### src/rtl/debug_mem_master.sv
`default_nettype none
// ============================================================================
// Module      : debug_mem_master
// Description : Host-side driver for the core's debug memory ports
//               (InstRAM/DataRAM port 2). Accepts word commands over a
//               valid/ready channel (single write, burst read, burst fill,
//               run/hold). Drives port 2 of the selected RAM and returns read
//               words over a valid/ready response channel. Owns cpu_hold,
//               which the top level ORs into the core reset so the core stays
//               in reset while a program is loaded.
// Parameters  : LEN_W  - width of cmd_len; a burst moves cmd_len+1 words
//               RD_LAT - RAM port-2 read latency in cycles (1..3)
// Ports       : clk, rst                      clock, async active-high reset
//               cmd_valid/cmd_ready           command handshake
//               cmd_op/sel/addr/wdata/be/len  command fields
//               rsp_valid/rsp_ready           response handshake
//               rsp_data/rsp_last             read word, final-word flag
//               busy, cpu_hold                status, core hold
//               inst_a2/wd2/we2/rd2           InstRAM port 2
//               data_a2/wd2/we2/rd2           DataRAM port 2
// Revision    : 1.0 - initial release
// ============================================================================
module debug_mem_master #(
    parameter int LEN_W  = 16,
    parameter int RD_LAT = 1
) (
    input  logic             clk,
    input  logic             rst,
    input  logic             cmd_valid,
    output logic             cmd_ready,
    input  logic [1:0]       cmd_op,
    input  logic             cmd_sel,
    input  logic [31:0]      cmd_addr,
    input  logic [31:0]      cmd_wdata,
    input  logic [3:0]       cmd_be,
    input  logic [LEN_W-1:0] cmd_len,
    output logic             rsp_valid,
    input  logic             rsp_ready,
    output logic [31:0]      rsp_data,
    output logic             rsp_last,
    output logic             busy,
    output logic             cpu_hold,
    output logic [31:0]      inst_a2,
    output logic [31:0]      inst_wd2,
    output logic [3:0]       inst_we2,
    input  logic [31:0]      inst_rd2,
    output logic [31:0]      data_a2,
    output logic [31:0]      data_wd2,
    output logic [3:0]       data_we2,
    input  logic [31:0]      data_rd2
);

    localparam logic [2:0] c_IDLE     = 3'd0;
    localparam logic [2:0] c_WR       = 3'd1;
    localparam logic [2:0] c_FILL     = 3'd2;
    localparam logic [2:0] c_RD_ISSUE = 3'd3;
    localparam logic [2:0] c_RD_WAIT  = 3'd4;
    localparam logic [2:0] c_RD_RSP   = 3'd5;

    localparam logic [1:0] c_OP_WRITE = 2'b00;
    localparam logic [1:0] c_OP_READ  = 2'b01;
    localparam logic [1:0] c_OP_FILL  = 2'b10;
    localparam logic [1:0] c_OP_RUN   = 2'b11;

    // RD_WAIT lasts RD_LAT-1 cycles; the counter is loaded with one less
    // because the cycle in which it reaches zero is itself a wait cycle.
    localparam logic [1:0]  c_WAIT_INIT = (RD_LAT > 1) ? 2'(RD_LAT - 2) : 2'd0;
    localparam logic [31:0] c_WORD_MASK = 32'hFFFF_FFFC;
    localparam logic [31:0] c_WORD_STEP = 32'd4;

    logic [2:0]       r_state;
    logic [2:0]       w_nextState;
    logic             r_outOfReset;
    logic             r_sel;
    logic [31:0]      r_addr;
    logic [31:0]      r_wdata;
    logic [3:0]       r_be;
    logic [LEN_W-1:0] r_cnt;
    logic [1:0]       r_wait;
    logic [31:0]      r_rspData;
    logic             r_rspValid;
    logic             r_rspLast;
    logic             r_cpuHold;

    logic             w_accept;
    logic             w_lastWord;
    logic             w_capture;
    logic             w_drive;
    logic             w_write;

    // r_outOfReset keeps cmd_ready low while rst is asserted and until the
    // first clock edge after it is released.
    assign cmd_ready  = r_outOfReset && (r_state == c_IDLE);
    assign w_accept   = cmd_valid && cmd_ready;
    // r_cnt counts remaining words down to zero, so the full 2^LEN_W-word
    // burst (cmd_len all ones) never needs a wider counter.
    assign w_lastWord = (r_cnt == '0);

    assign busy      = (r_state != c_IDLE);
    assign rsp_valid = r_rspValid;
    assign rsp_data  = r_rspData;
    assign rsp_last  = r_rspLast;
    assign cpu_hold  = r_cpuHold;

    // Edge on which RD2 is valid for the address being held.
    generate
        if (RD_LAT == 1) begin : g_latOne
            assign w_capture = (r_state == c_RD_ISSUE);
        end else begin : g_latMulti
            assign w_capture = (r_state == c_RD_WAIT) && (r_wait == 2'd0);
        end
    endgenerate

    // ------------------------------------------------------------------
    // State register
    // ------------------------------------------------------------------
    always_ff @(posedge clk or posedge rst) begin
        if (rst) begin
            r_state <= c_IDLE;
        end else begin
            r_state <= w_nextState;
        end
    end

    // ------------------------------------------------------------------
    // Next state and memory-port outputs
    // ------------------------------------------------------------------
    always_comb begin
        w_nextState = r_state;
        w_drive     = 1'b0;
        w_write     = 1'b0;
        inst_a2     = '0;
        inst_wd2    = '0;
        inst_we2    = '0;
        data_a2     = '0;
        data_wd2    = '0;
        data_we2    = '0;

        case (r_state)
            c_IDLE: begin
                if (w_accept) begin
                    case (cmd_op)
                        c_OP_WRITE: w_nextState = c_WR;
                        c_OP_READ:  w_nextState = c_RD_ISSUE;
                        c_OP_FILL:  w_nextState = c_FILL;
                        default:    w_nextState = c_IDLE;
                    endcase
                end
            end
            c_WR: begin
                w_drive     = 1'b1;
                w_write     = 1'b1;
                w_nextState = c_IDLE;
            end
            c_FILL: begin
                w_drive = 1'b1;
                w_write = 1'b1;
                if (w_lastWord) begin
                    w_nextState = c_IDLE;
                end
            end
            c_RD_ISSUE: begin
                w_drive     = 1'b1;
                w_nextState = (RD_LAT == 1) ? c_RD_RSP : c_RD_WAIT;
            end
            c_RD_WAIT: begin
                w_drive = 1'b1;
                if (r_wait == 2'd0) begin
                    w_nextState = c_RD_RSP;
                end
            end
            c_RD_RSP: begin
                if (rsp_ready) begin
                    w_nextState = w_lastWord ? c_IDLE : c_RD_ISSUE;
                end
            end
            default: w_nextState = c_IDLE;
        endcase

        // Only the selected RAM sees traffic; the other port stays at zero.
        if (w_drive) begin
            if (r_sel) begin
                data_a2  = r_addr;
                data_wd2 = w_write ? r_wdata : 32'd0;
                data_we2 = w_write ? r_be : 4'd0;
            end else begin
                inst_a2  = r_addr;
                inst_wd2 = w_write ? r_wdata : 32'd0;
                inst_we2 = w_write ? r_be : 4'd0;
            end
        end
    end

    // ------------------------------------------------------------------
    // Command capture, address/count stepping, response register, hold
    // ------------------------------------------------------------------
    always_ff @(posedge clk or posedge rst) begin
        if (rst) begin
            r_outOfReset <= 1'b0;
            r_sel        <= 1'b0;
            r_addr       <= '0;
            r_wdata      <= '0;
            r_be         <= '0;
            r_cnt        <= '0;
            r_wait       <= '0;
            r_rspData    <= '0;
            r_rspValid   <= 1'b0;
            r_rspLast    <= 1'b0;
            r_cpuHold    <= 1'b1;
        end else begin
            r_outOfReset <= 1'b1;

            case (r_state)
                c_IDLE: begin
                    if (w_accept) begin
                        r_sel   <= cmd_sel;
                        r_addr  <= cmd_addr & c_WORD_MASK;
                        r_wdata <= cmd_wdata;
                        r_be    <= cmd_be;
                        r_cnt   <= cmd_len;
                        if (cmd_op == c_OP_RUN) begin
                            r_cpuHold <= cmd_wdata[0];
                        end
                    end
                end
                c_FILL: begin
                    if (!w_lastWord) begin
                        r_cnt  <= r_cnt - LEN_W'(1);
                        r_addr <= r_addr + c_WORD_STEP;
                    end
                end
                c_RD_ISSUE: begin
                    r_wait <= c_WAIT_INIT;
                end
                c_RD_WAIT: begin
                    if (r_wait != 2'd0) begin
                        r_wait <= r_wait - 2'd1;
                    end
                end
                c_RD_RSP: begin
                    if (rsp_ready) begin
                        r_rspValid <= 1'b0;
                        r_rspLast  <= 1'b0;
                        if (!w_lastWord) begin
                            r_cnt  <= r_cnt - LEN_W'(1);
                            r_addr <= r_addr + c_WORD_STEP;
                        end
                    end
                end
                default: ;
            endcase

            if (w_capture) begin
                r_rspData  <= r_sel ? data_rd2 : inst_rd2;
                r_rspValid <= 1'b1;
                r_rspLast  <= w_lastWord;
            end
        end
    end

endmodule
`default_nettype wire

### config.mk
export PLATFORM = sky130hd
export DESIGN_NAME = debug_mem_master
export DESIGN_NICKNAME = d
export VERILOG_FILES = /design/src/rtl/debug_mem_master.sv
export SDC_FILE = /design/constraint.sdc
export NUM_CORES = 1
export LEC_CHECK = 0
export BUFFER_PORTS_ARGS = -buffer_cell sky130_fd_sc_hd__buf_2
export CAP_MARGIN = 10
export CORE_MARGIN = 2
export CORE_UTILIZATION = 45
export CTS_BUF_LIST = sky130_fd_sc_hd__clkbuf_4 sky130_fd_sc_hd__clkbuf_8
export DETAILED_ROUTE_END_ITERATION = 7
export GPL_TIMING_DRIVEN = 1
export PLACE_DENSITY = 0.85
export SYNTH_ARGS = -nofsm -noshare
export SYNTH_HDL_FRONTEND = slang
export SYNTH_SLANG_ARGS = --single-unit
### constraint.sdc
create_clock -name clk -period 4.87 [get_ports clk]
set_input_delay 0.487 -clock clk [delete_from_list [all_inputs] [get_ports clk]]
set_output_delay 0.487 -clock clk [all_outputs]
set_load 0.005 [all_outputs]
## Yosys cells after proc, flatten, opt, wreduce, memory -nomap -nowiden

Cells that the tools add are included.

- Register bits: 126
- Latch bits: 0
- Memory bits (writable): 0
- Memory bits (read-only): 0
- Bits of input ports: 155
- Output and inout bits: 173
- Word-level logic and storage cells: 86
- Memories kept: 0

- $add $sub $neg: 3
- $mul: 0
- Divide/modulo/power cells: 0
- Magnitude comparators: 0
- Equality and inequality tests: 13
- Shift-type cells: 0
- Mux-type cells: 38
- Bitwise gates (word level): 0
- Reduce and logical (&&, ||, !) cells: 20

Operators by type and width:

| operator | number |
|---|---|
| $mux 32 | 13 |
| $pmux 32 s3 | 1 |
| $mux 16 | 3 |
| $pmux 16 s3 | 1 |
| $add 32x3->32 const B | 1 |
| $mux 4 | 5 |
| $logic_not 16->1 | 1 |
| $sub 16x1->16 const B | 1 |
| $pmux 3 s5 | 1 |
| $mux 3 | 4 |
| $ne 2x2->1 const B | 5 |
| $reduce_bool 2->1 | 4 |
| $eq 3x2->1 const B | 2 |
| $eq 3x3->1 const B | 2 |
| $mux 1 | 6 |
| $pmux 2 s3 | 1 |
| $reduce_and 2->1 | 3 |
| $reduce_and 3->1 | 2 |
| $reduce_bool 3->1 | 2 |
| $eq 2x2->1 const B | 2 |
| $logic_not 2->1 | 2 |
| $mux 2 | 2 |
| $pmux 2 s2 | 1 |
| $reduce_and 4->1 | 1 |
| other kinds (7) | 8 |

## Depth between registers and ports, before layout

Gate-level depths: netlist (run 1).

- Word-level depth: 6
- Mapped depth: 8

## Least setup slack after synthesis (run 1)

OpenSTA, ideal clock, no wires.

- Path kind: reg-to-reg
- From: register r_cnt[0]
- To: register r_cnt[9]
- Library setup time: 0.118 ns
- Arrival: 2.056 ns
- Path slack: 2.696 ns
- Cell stages (with the launch flop): 7
- Path buffers: 1
- Period minus slack after synthesis: 2.174 ns
- Cells stage by stage: dfrtp_1 or4_4 or3_1 buf_2 or4_4 o22ai_2 o2bb2a_4

- Word-level cells in the longest chain between the ends: 4

RTL lines:

| element | line | source |
|---|---|---|
| start: declaration | 78 | `logic [LEN_W-1:0] r_cnt;` |
| start signal: assignment | 220 | `r_cnt <= cmd_len;` |
| start signal: assignment | 228 | `r_cnt <= r_cnt - LEN_W'(1);` |
| start signal: assignment | 245 | `r_cnt <= r_cnt - LEN_W'(1);` |
| $sub 16x1->16 / $logic_not 16->1 (equally long branches) | 228, 245, 97 |  |
| $mux 16 (*) | 227, 244 |  |
| $mux 16 | 241 | `if (rsp_ready) begin` |
| $pmux 16 s3 (*) | 213 | `case (r_state)` |

Every way passes the cells marked *; elsewhere a longest branch is shown, timed or not. The select of a mux whose other input is x is not followed.
A chain may end at the register's enable or synchronous reset.

## Worst setup path after layout (run 1)

- From: register r_sel
- To: output port data_a2[23]

- Word-level cells in the longest chain between the ends: 2

RTL lines:

| element | line | source |
|---|---|---|
| start: declaration | 74 | `logic r_sel;` |
| start signal: assignment | 216 | `r_sel <= cmd_sel;` |
| $mux 32 | 182 | `if (r_sel) begin` |
| $mux 32 | 181 | `if (w_drive) begin` |
| end: declaration | 47 | `output logic [31:0] data_a2,` |

No other way between the ends.

==> results.json, run 1 <==
{
  "postCtsHoldBufs": 0,
  "timing.rr.end": "r_addr[29]",
  "die_w_um": 131,
  "fillCellCount": 1344,
  "p_per_area_mw_per_mm2": 597,
  "grt_pass1_wl_um": 31100,
  "numCtsBuffers": 17,
  "internal-power_w": 0.00334,
  "totalWireLength_um": 20000,
  "diodes": 0,
  "switching_share_pct": 40.3,
  "globalRouteOverflowTotal": 0,
  "drive_above_1_share_pct": 34.9,
  "min_period_over_period_pct": 66.0,
  "synth_cell_types": 58,
  "met3WireLength_um": 1060,
  "hp-class": "input port to asynchronous set/reset pin",
  "top_layer": "met4",
  "grt_use_total_pct": 23.2,
  "clkPwrFrac_pct": 17.4,
  "fin_cells": 1312,
  "ys.flop_type": "dfrtp_1",
  "dp_hpwl_um": 14600,
  "cts-htree-levels": 4,
  "syn_to_final_growth_pct": 29.7,
  "max_clock_freq_mhz": 311,
  "p_seq_share_pct": 37.4,
  "synth_area_sq_mm": 0.00725,
  "reg2reg_from": "r_cnt[0]",
  "p_leak_nw": 4.71,
  "final_area_sq_mm": 0.00940,
  "cts_tree": "done",
  "die_y_um": 131,
  "fin_skew_ns": 0.0186,
  "tns_ns": 0,
  "cp-start-kind": "register",
  "vias": 6903,
  "cp_max_fo": 39,
  "avgSynthCellArea_sq_um": 9.10,
  "wl_met2_um": 10000,
  "clk_pin_slew_ns": 0.08,
  "power.switching_w": 0.00226,
  "synth_edf_count": 0,
  "setup-violations-final": 0,
  "grt_max_degree": 66,
  "fin_nets": 1245,
  "ys_seq_elements": 124,
  "cts_setup_buffers": 0,
  "antenna_found_initial": 0,
  "io_pins": 328,
  "initialDrtViolationCount": 480,
  "core_area_sq_mm": 0.0158,
  "reg2reg_slack_ns": 1.89,
  "fin_crit_ns": 3.21,
  "clock-sinks": 124,
  "gp_congestion": 0.843,
  "vias_per_cell": 5.26,
  "rows": 46,
  "wire_per_inst_um": 15.2,
  "layout_commonest_cell": "buf_2",
  "ir_drop_mv": 0.274,
  "dpl_cell_area_sq_mm": 0.00897,
  "outcome": "completed",
  "clk_latency_ns": 0.44,
  "path_class": "register to output pin",
  "dieArea_sq_mm": 0.0171,
  "hold_viol_final": 0,
  "yosysWarnings": 0,
  "drv_slew": 0,
  "hold_slack_ns": 0.0119,
  "dr.pass1.iters": 5,
  "drtAntennaViolNets": 0,
  "wl_met1_um": 8520,
  "crit_arrival_ns": 2.73,
  "io_buffers": 321,
  "reg2reg_depth": 8,
  "clock_path_buffers": 2,
  "root_buffer": "clkbuf_8",
  "ys_seq_area_share_pct": 42.8,
  "start_util_pct": 45.8,
  "async_flop_share_pct": 100,
  "rsz0062_at_grt": "false",
  "post-place-cells": 1280,
  "drcViolationCount": 0,
  "syn-instance-count": 796,
  "worstPathRequired_ns": 4.38,
  "end_kind": "output pin",
  "relSlewSlack_pct": 22.0,
  "tightest_slew_ns": 1.17,
  "first_global_vias": 6264,
  "p_comb_share_pct": 45.2,
  "cts_resized": 0,
  "final_cell_mix": "buf_2, and2_1, dfrtp_1, nand2_1",
  "drv_cap": 0
}
[cells by family (layout without fill, tap and decap cells)]
group / Yosys count / after routing / share of synthesized area [%]
AO/OA/AOI/OAI: 190 / 190 / 16.6
XOR/XNOR: 1 / 1 / 0.121
adder cells (fa/ha/maj): 7 / 7 / 1.21
buffers and inverters: 79 / 376 / 4.54
flip-flops: 124 / 124 / 42.8
multiplexers: 73 / 73 / 10.7
other: 2 / 5 / 0.104
AND/OR/NAND/NOR: 320 / 320 / 23.8
[power groups by stage]
stage	clock [W]	sequential [W]	combinational (W)
after floorplan	0	0.00186	0.00178
after global placement	0	0.00207	0.00248
after detailed placement	0	0.00210	0.00256
after CTS	0.000997	0.00209	0.00256
after global routing	0.00104	0.00219	0.00288
final	0.000973	0.00210	0.00253
[worst max path at each step]
stage,slack (ns),from,cells past startpoint,end
after global routing,1.44,r_sel,3,data_a2[23]
after detailed placement,1.90,r_cnt[0],8,r_addr[29]
final,1.66,r_sel,3,data_a2[23]
after floorplan,1.09,rst,1,r_addr[10]
after global placement,1.95,r_cnt[0],8,r_addr[29]
after CTS,1.58,r_sel,3,data_a2[23]
[final cells by class]
class                      instances  area, sq um  area share (%)
clock buffer                      22          290            3.09
multi-input combinational        596         3860            41.1
tap                              216          270            2.88
inverter                          14         55.1           0.586
timing repair buffer             330         1670            17.8
clock inverter                    10          138            1.46
sequential                       124         3110            33.0
[registers in the layout, summed over array words and instances (netlist names)]
| name | cells |
|---|---|
| r_wdata | 32 |
| r_be | 4 |
| r_cnt | 16 |
| r_state | 3 |
| r_addr | 30 |
| r_outOfReset | 1 |
| rsp_valid | 1 |
| cpu_hold | 1 |
| r_wait | 2 |
| rsp_data | 32 |
| rsp_last | 1 |
| r_sel | 1 |
[metrics by stage]
stage	power [W]	utilization (%)	worst slack, ns
6_report	0.00561	59.4	1.66
5_1_grt	0.00611	59.4	1.44
4_1_cts	0.00564	59.4	1.58
3_5_place_dp	0.00466	56.7	1.90
3_3_place_gp	0.00455	56.7	1.95
2_1_floorplan	0.00364	-	1.09
[per-layer routing]
| layer | global-route usage, % | vias to the layer above |
|---|---|---|
| li1 | - | 3371 |
| met1 | 29.5 | 3223 |
| met2 | 39.2 | 278 |
| met3 | 4.52 | 31 |
| met4 | 8.70 | 0 |
| met5 | 0 | - |
[synth_stat cells (3+ instances only)]
master | instances | share of area, %
a22oi_1 | 7 | 0.73
a211oi_1 | 5 | 0.52
a2bb2oi_1 | 6 | 0.73
nand2_1 | 70 | 3.6
a21oi_1 | 48 | 3.3
ha_1 | 7 | 1.2
nor4_1 | 6 | 0.52
buf_2 | 14 | 0.97
inv_1 | 14 | 0.73
and2_1 | 130 | 11
o22a_1 | 13 | 1.6
o2bb2ai_1 | 4 | 0.48
buf_1 | 3 | 0.16
and3_1 | 5 | 0.43
nand3_1 | 13 | 0.90
dfrtp_1 | 123 | 42
nor2_1 | 44 | 2.3
o21a_1 | 3 | 0.31
o2bb2a_1 | 5 | 0.69
nor3_1 | 14 | 0.97
o21ai_1 | 15 | 1.0
a31oi_1 | 8 | 0.69
nor3b_1 | 3 | 0.31
o21ai_0 | 46 | 3.2
buf_4 | 4 | 0.41
nand4_1 | 15 | 1.3
o22ai_1 | 13 | 1.1
or3_1 | 4 | 0.35
mux2i_1 | 35 | 4.8
nand2b_1 | 3 | 0.26
clkbuf_1 | 44 | 2.3
mux2_1 | 38 | 5.9
[critical path, stage by stage (launching register included)]
cell	delay [ns]
dfrtp_2	1.05
and3_1	0.86
and2_1	0.26
buf_2	0.12
No activity file was read; power rests on OpenSTA's default activity.
==> inputs of run 2 (changes only) <==
--- a/config.mk
+++ b/config.mk
@@ -5,6 +5,7 @@
 export SDC_FILE = /design/constraint.sdc
 export NUM_CORES = 1
 export LEC_CHECK = 0
+export ABC_AREA = 1
 export BUFFER_PORTS_ARGS = -buffer_cell sky130_fd_sc_hd__buf_2
 export CAP_MARGIN = 10
 export CORE_MARGIN = 2
@@ -12,7 +13,7 @@
 export CTS_BUF_LIST = sky130_fd_sc_hd__clkbuf_4 sky130_fd_sc_hd__clkbuf_8
 export DETAILED_ROUTE_END_ITERATION = 7
 export GPL_TIMING_DRIVEN = 1
-export PLACE_DENSITY = 0.85
+export PLACE_DENSITY = 0.87
 export SYNTH_ARGS = -nofsm -noshare
 export SYNTH_HDL_FRONTEND = slang
 export SYNTH_SLANG_ARGS = --single-unit
==> constraint.sdc (replaced) <==
create_clock -name clk -period 2.9 [get_ports clk]
set_input_delay 0.29 -clock clk [delete_from_list [all_inputs] [get_ports clk]]
set_output_delay 0.29 -clock clk [all_outputs]
set_load 0.005 [all_outputs]
==> run 2 against run 1 <==
The run now ends with hold timing left. Flip-flop and latch count is the same. Count of clock-buffer cells in the layout down 4. Core utilization increased by 0.15 points. Synthesized cell count is 50% higher. Final area rose by 5.8%. Clock skew rose by 0.00087 ns. Clock power up 62%. Highest routed layer is now met5.
==> results.json, run 2 <==
{
  "totalWireLength_um": 25500,
  "dieArea_sq_mm": 0.0183,
  "grt_max_degree": 125,
  "avgSynthCellArea_sq_um": 6.47,
  "fin_skew_ns": 0.0195,
  "clock_path_buffers": 2,
  "outcome": "complete, but fails checks",
  "cts_tree": "done",
  "ys.flop_type": "dfrtp_1",
  "clk_pin_slew_ns": 0.08,
  "globalRouteOverflowTotal": 0,
  "min_period_over_period_pct": 88.3,
  "first_global_vias": 7786,
  "postCtsHoldBufs": 0,
  "yosysMostFrequentCell": "nand2_1",
  "rows": 47,
  "crit_end": "inst_wd2[30]",
  "max_clock_freq_mhz": 391,
  "hold_slack_ns": -0.0388,
  "initialDrtViolationCount": 797,
  "synth_top_cell_by_area": "dfrtp_1",
  "setup_ws_ns": 0.341,
  "cts_setup_buffers": 0,
  "synthDominantCellAreaShare_pct": 39.8,
  "core_area_sq_mm": 0.0167,
  "ys_seq_area_share_pct": 40.1,
  "reg2reg_from": "r_state[2]",
  "cp_top_family": "buffers and inverters",
  "cp-start-kind": "register",
  "cts-htree-levels": 4,
  "timing.rr.end": "r_cnt[7]",
  "setup-violations-final": 0,
  "worstPathRequired_ns": 2.61,
  "drive_above_1_share_pct": 26.2,
  "io_pins": 328,
  "p_leak_nw": 5.26,
  "syn_to_final_growth_pct": 28.5,
  "fillCellCount": 1576,
  "path_class": "register to output pin",
  "hold_viol_final": 28,
  "drv_cap": 0,
  "antenna_found_initial": 3,
  "io_buffers": 321,
  "cp_max_fo": 51,
  "drcViolationCount": 0,
  "p_per_area_mw_per_mm2": 1110,
  "async_flop_share_pct": 100,
  "syn-instance-count": 1196,
  "grt_pass1_wl_um": 39000,
  "synth_area_sq_mm": 0.00773,
  "clk_latency_ns": 0.46,
  "reg2reg_depth": 8,
  "clock-sinks": 124,
  "worst-path-buf-inv": 3,
  "synth_area_leaders": "dfrtp_1, nand2_1, nor3_1",
  "start_util_pct": 46.3,
  "drv_slew": 0,
  "vias": 8933,
  "fin_nets": 1649,
  "dp_hpwl_um": 18800,
  "ys_seq_elements": 124,
  "tns_ns": 0,
  "relSlewSlack_pct": 40.0,
  "synth_common_cells": "nand2_1, nor2_1, nor3_1",
  "cp_num_cells": 6,
  "worstPathCellList": "inv_2 -> nand2_1 -> o21ai_1 -> inv_4 -> nor3_1 -> buf_2",
  "vias_per_cell": 5.19,
  "yosysWarnings": 0,
  "layout_commonest_cell": "nand2_1",
  "worst_path_max_delay_cell": "nor3_1",
  "tightest_slew_ns": 0.899,
  "gp_congestion": 0.919,
  "ir_drop_mv": 1.15,
  "synth_cell_types": 29,
  "place_ws_ns": 0.561,
  "grt_use_total_pct": 27.0,
  "cp-startpoint": "r_state[1]",
  "reg2reg_slack_ns": 0.56,
  "slowest_delay_ns": 0.43,
  "wire_per_inst_um": 14.8,
  "multi_input_area_sq_mm": 0.00391,
  "drtAntennaViolNets": 0,
  "crit_arrival_ns": 2.27,
  "dr.pass1.iters": 6,
  "final_cell_mix": "nand2_1, buf_2, nor2_1, nor3_1, dfrtp_1",
  "synth_edf_count": 0,
  "final-seq-area_sq_mm": 0.00311,
  "end_kind": "output pin",
  "hp-class": "input port to asynchronous set/reset pin",
  "fin_crit_ns": 2.56,
  "die_y_um": 135,
  "violations": "hold timing",
  "dpl_cell_area_sq_mm": 0.00953,
  "final_area_sq_mm": 0.00994,
  "rsz0062_at_grt": "false",
  "die_w_um": 135,
  "numCtsBuffers": 17,
  "root_buffer": "clkbuf_8"
}
==> run 2: changes by cell type in the layout (fill, tap and decap cells not counted), moves of 26 or more <==
cell     before  now
nand3_1      13   68
nand2_1      70  404
a31oi_1       8   34
a21oi_1      46    4
mux2i_1      35    0
nor2_1       43  142
and2_1      130    0
mux2_1       38    0
nor3_1       13  133
inv_1        13  106
==> run 2: logic make-up (layout without fill, tap and decap cells) <==
logic type | count (synthesis) | in the layout | synth area share, %
compound gates | 115 | 115 | 8.06
xor+xnor | 1 | 1 | 0.113
fa+ha+maj | 7 | 7 | 1.13
buf+inv | 185 | 486 | 9.66
flops | 124 | 124 | 40.1
other cells | 2 | 7 | 0.0971
simple gates | 762 | 762 | 40.8
==> run 2: what timing repair did <==
action | 4_1_cts | 5_1_grt
resized for setup | 0 | 3
endpoints found under the hold margin | 0 | 0
endpoints found under the setup margin | 0 | 21
==> run 2: per-layer routing <==
metal | routed length, um | global-route usage [%]
met1 | 10700 | 34.9
met2 | 12400 | 45.2
met3 | 1810 | 5.18
met4 | 580 | 9.84
met5 | 13 | 0
==> run 2: where the power goes <==
group / switching (W) / total [W] / internal (W) / leakage (nW)
Sequential: 0.000659 / 0.00323 / 0.00257 / 1.47
Clock: 0.000794 / 0.00158 / 0.000791 / 0.195
Combinational: 0.00407 / 0.00624 / 0.00217 / 3.60
Total: 0.00553 / 0.0111 / 0.00553 / 5.26
==> run 2: through the flow <==
| stage | instances | utilization (%) | power (W) |
|---|---|---|---|
| 2_1_floorplan | 1199 | - | 0.00729 |
| 3_3_place_gp | 1688 | 57.1 | 0.00917 |
| 3_5_place_dp | 1688 | 57.1 | 0.00944 |
| 4_1_cts | 1720 | 59.5 | 0.0110 |
| 5_1_grt | 1722 | 59.5 | 0.0120 |
| 6_report | 1722 | 59.5 | 0.0111 |
==> run 2: worst min-delay path by stage <==
| stage | from | endpoint | slack, ns |
|---|---|---|---|
| global route | cmd_wdata[23] | r_wdata[23] | 0.02 |
| detailed placement | rsp_valid | rsp_valid | 0.46 |
| finish | rst | r_addr[29] | -0.04 |
| global placement | rsp_valid | rsp_valid | 0.46 |
| CTS | cmd_wdata[20] | r_wdata[20] | 0.01 |
| floorplan | cmd_wdata[0] | cpu_hold | 0.39 |
==> run 2: final cells by class <==
cell class	instances	share of cell area, %
tap	220	2.77
multi-input combinational	890	39.3
antenna	2	0.0503
clock buffer	18	2.43
clock inverter	14	1.59
inverter	114	4.37
sequential	124	31.3
timing repair buffer	340	18.2
==> run 2: worst reg2reg max path: stages (launching register included) <==
cell,delay (ns)
dfrtp_1,0.44
inv_2,0.09
nand2_2,0.15
a21oi_1,0.08
nor2_2,0.20
nand3_2,0.72
buf_4,0.44
nand2_1,0.06
nand2_1,0.05
==> inputs of run 3 (changes only) <==
--- a/config.mk
+++ b/config.mk
@@ -5,11 +5,10 @@
 export SDC_FILE = /design/constraint.sdc
 export NUM_CORES = 1
 export LEC_CHECK = 0
-export ABC_AREA = 1
 export BUFFER_PORTS_ARGS = -buffer_cell sky130_fd_sc_hd__buf_2
 export CAP_MARGIN = 10
 export CORE_MARGIN = 2
-export CORE_UTILIZATION = 45
+export CORE_UTILIZATION = 44
 export CTS_BUF_LIST = sky130_fd_sc_hd__clkbuf_4 sky130_fd_sc_hd__clkbuf_8
 export DETAILED_ROUTE_END_ITERATION = 7
 export GPL_TIMING_DRIVEN = 1
==> run 3 against run 2 <==
The run now ends clean. Power decreased by 15%. Clock skew decreased by 0.0057 ns. Via count shrank 21%. Critical path depth decreased by 2. Count of clock-buffer cells in the layout increased by 2. Combinational power fell by 28%.
==> results.json, run 3 (synthesized netlist as in run 1, its figures left out) <==
{
  "die_w_um": 132,
  "vias_per_cell": 5.31,
  "fin_crit_ns": 2.68,
  "worstPathRequired_ns": 2.61,
  "clock_path_buffers": 2,
  "gr-max-usage-layer": "met2",
  "initialDrtViolationCount": 465,
  "rows": 46,
  "globalRouteOverflowTotal": 0,
  "totalWireLength_um": 20700,
  "setup_ws_ns": 0.225,
  "wire_per_inst_um": 15.6,
  "hold_viol_final": 0,
  "tightest_slew_ns": 1.02,
  "setup-violations-final": 0,
  "tns_ns": 0,
  "drv_slew": 0,
  "numCtsBuffers": 17,
  "clk_latency_ns": 0.44,
  "cp-startpoint": "r_state[2]",
  "gr-usage-met2_pct": 40.3,
  "dieArea_sq_mm": 0.0175,
  "final_cell_mix": "buf_2, and2_1, dfrtp_1, nand2_1",
  "grt_use_total_pct": 23.5,
  "first_global_vias": 6635,
  "start_util_pct": 45.3,
  "p_leak_nw": 4.75,
  "layout_commonest_cell": "buf_2",
  "outcome": "completed",
  "gr-usage-met3_pct": 5.34,
  "timing.rr.end": "r_addr[24]",
  "fin_cells": 1326,
  "p_per_area_mw_per_mm2": 987,
  "dpl_cell_area_sq_mm": 0.00911,
  "reg2reg_slack_ns": 0.44,
  "fillCellCount": 1384,
  "ir_drop_mv": 0.483,
  "core_area_sq_mm": 0.0160,
  "vias": 7041,
  "crit_arrival_ns": 2.39,
  "crit_end": "data_a2[17]",
  "relSlewSlack_pct": 32.2,
  "reg2reg_depth": 6,
  "reg2reg_from": "r_state[0]",
  "final_area_sq_mm": 0.00947,
  "cts_tree": "done",
  "gp_congestion": 0.841,
  "clk_pin_slew_ns": 0.07,
  "grt_pass1_wl_um": 33400,
  "cp_max_fo": 30,
  "die_y_um": 132,
  "root_buffer": "clkbuf_8",
  "max_clock_freq_mhz": 374,
  "clock-sinks": 124,
  "post-place-cells": 1293,
  "dp_hpwl_um": 15200,
  "cp-start-kind": "register",
  "rsz0062_at_grt": "false",
  "drive_above_1_share_pct": 35.7,
  "antenna_found_initial": 2,
  "place_ws_ns": 0.430,
  "end_kind": "output pin",
  "fin_skew_ns": 0.0138,
  "dr.pass1.iters": 5,
  "cts-htree-levels": 4,
  "io_pins": 328,
  "hp-class": "input port to register",
  "grt_max_degree": 66,
  "syn_to_final_growth_pct": 30.7,
  "path_class": "register to output pin",
  "drcViolationCount": 0,
  "min_period_over_period_pct": 92.2,
  "fin_nets": 1258,
  "drtAntennaViolNets": 0,
  "grtUsageMet1_pct": 29.2,
  "drv_cap": 0,
  "io_buffers": 321
}
-- run 3: layer usage --
metal / vias up / wire (um)
met5: - / 0
met4: 0 / 458
met3: 41 / 1210
met2: 266 / 10600
met1: 3330 / 8450
li1: 3404 / -
-- run 3: critical path, stage by stage, from the launching register on --
cell and delay (ns):
dfrtp_1 0.58, or3_1 0.57, and3_2 0.43, and2_1 0.24, buf_2 0.12
-- run 3: worst min path at each step --
stage                       start      endpoint  slack, ns  depth (start not counted)
floorplan            cmd_wdata[0]      cpu_hold       0.42                          1
global placement     rsp_data[29]  rsp_data[29]       0.46                          2
detailed placement   rsp_data[19]  rsp_data[19]       0.46                          2
CTS                       cmd_sel         r_sel       0.03                          2
global route        cmd_wdata[22]   r_wdata[22]       0.03                          2
finish              cmd_wdata[29]   r_wdata[29]       0.07                          2
-- run 3: where the power goes --
group	switching (W)	total, W	leakage [nW]	internal, W
clock network	0.000698	0.00141	0.181	0.000708
registers	0.000848	0.00343	1.46	0.00258
logic	0.00233	0.00451	3.12	0.00218
total	0.00387	0.00935	4.75	0.00547
-- run 3: layout make-up --
type,instances,area (sq um),share of cell area (%)
Antenna cell,1,2.50,0.0264
Clock buffer,20,263,2.77
Clock inverter,12,98.8,1.04
Inverter,14,56.3,0.594
Multi-Input combinational cell,596,3870,40.8
Sequential cell,124,3110,32.8
Tap cell,216,270,2.85
Timing Repair Buffer,343,1810,19.1
-- run 3: stage by stage --
stage / util (%) / hold WS, ns / total power (W)
6_report: 59.2 / 0.0658 / 0.00935
5_1_grt: 59.2 / 0.0312 / 0.0101
4_1_cts: 59.2 / 0.0344 / 0.00940
3_5_place_dp: 56.9 / 0.465 / 0.00797
3_3_place_gp: 56.9 / 0.457 / 0.00773
2_1_floorplan: - / 0.423 / 0.00611
-- run 3: what timing repair did --
item,in CTS,in global routing
buffers inserted,0,0
gates resized for setup,1,0
hold buffers,0,0
endpoints found under the setup margin,30,0
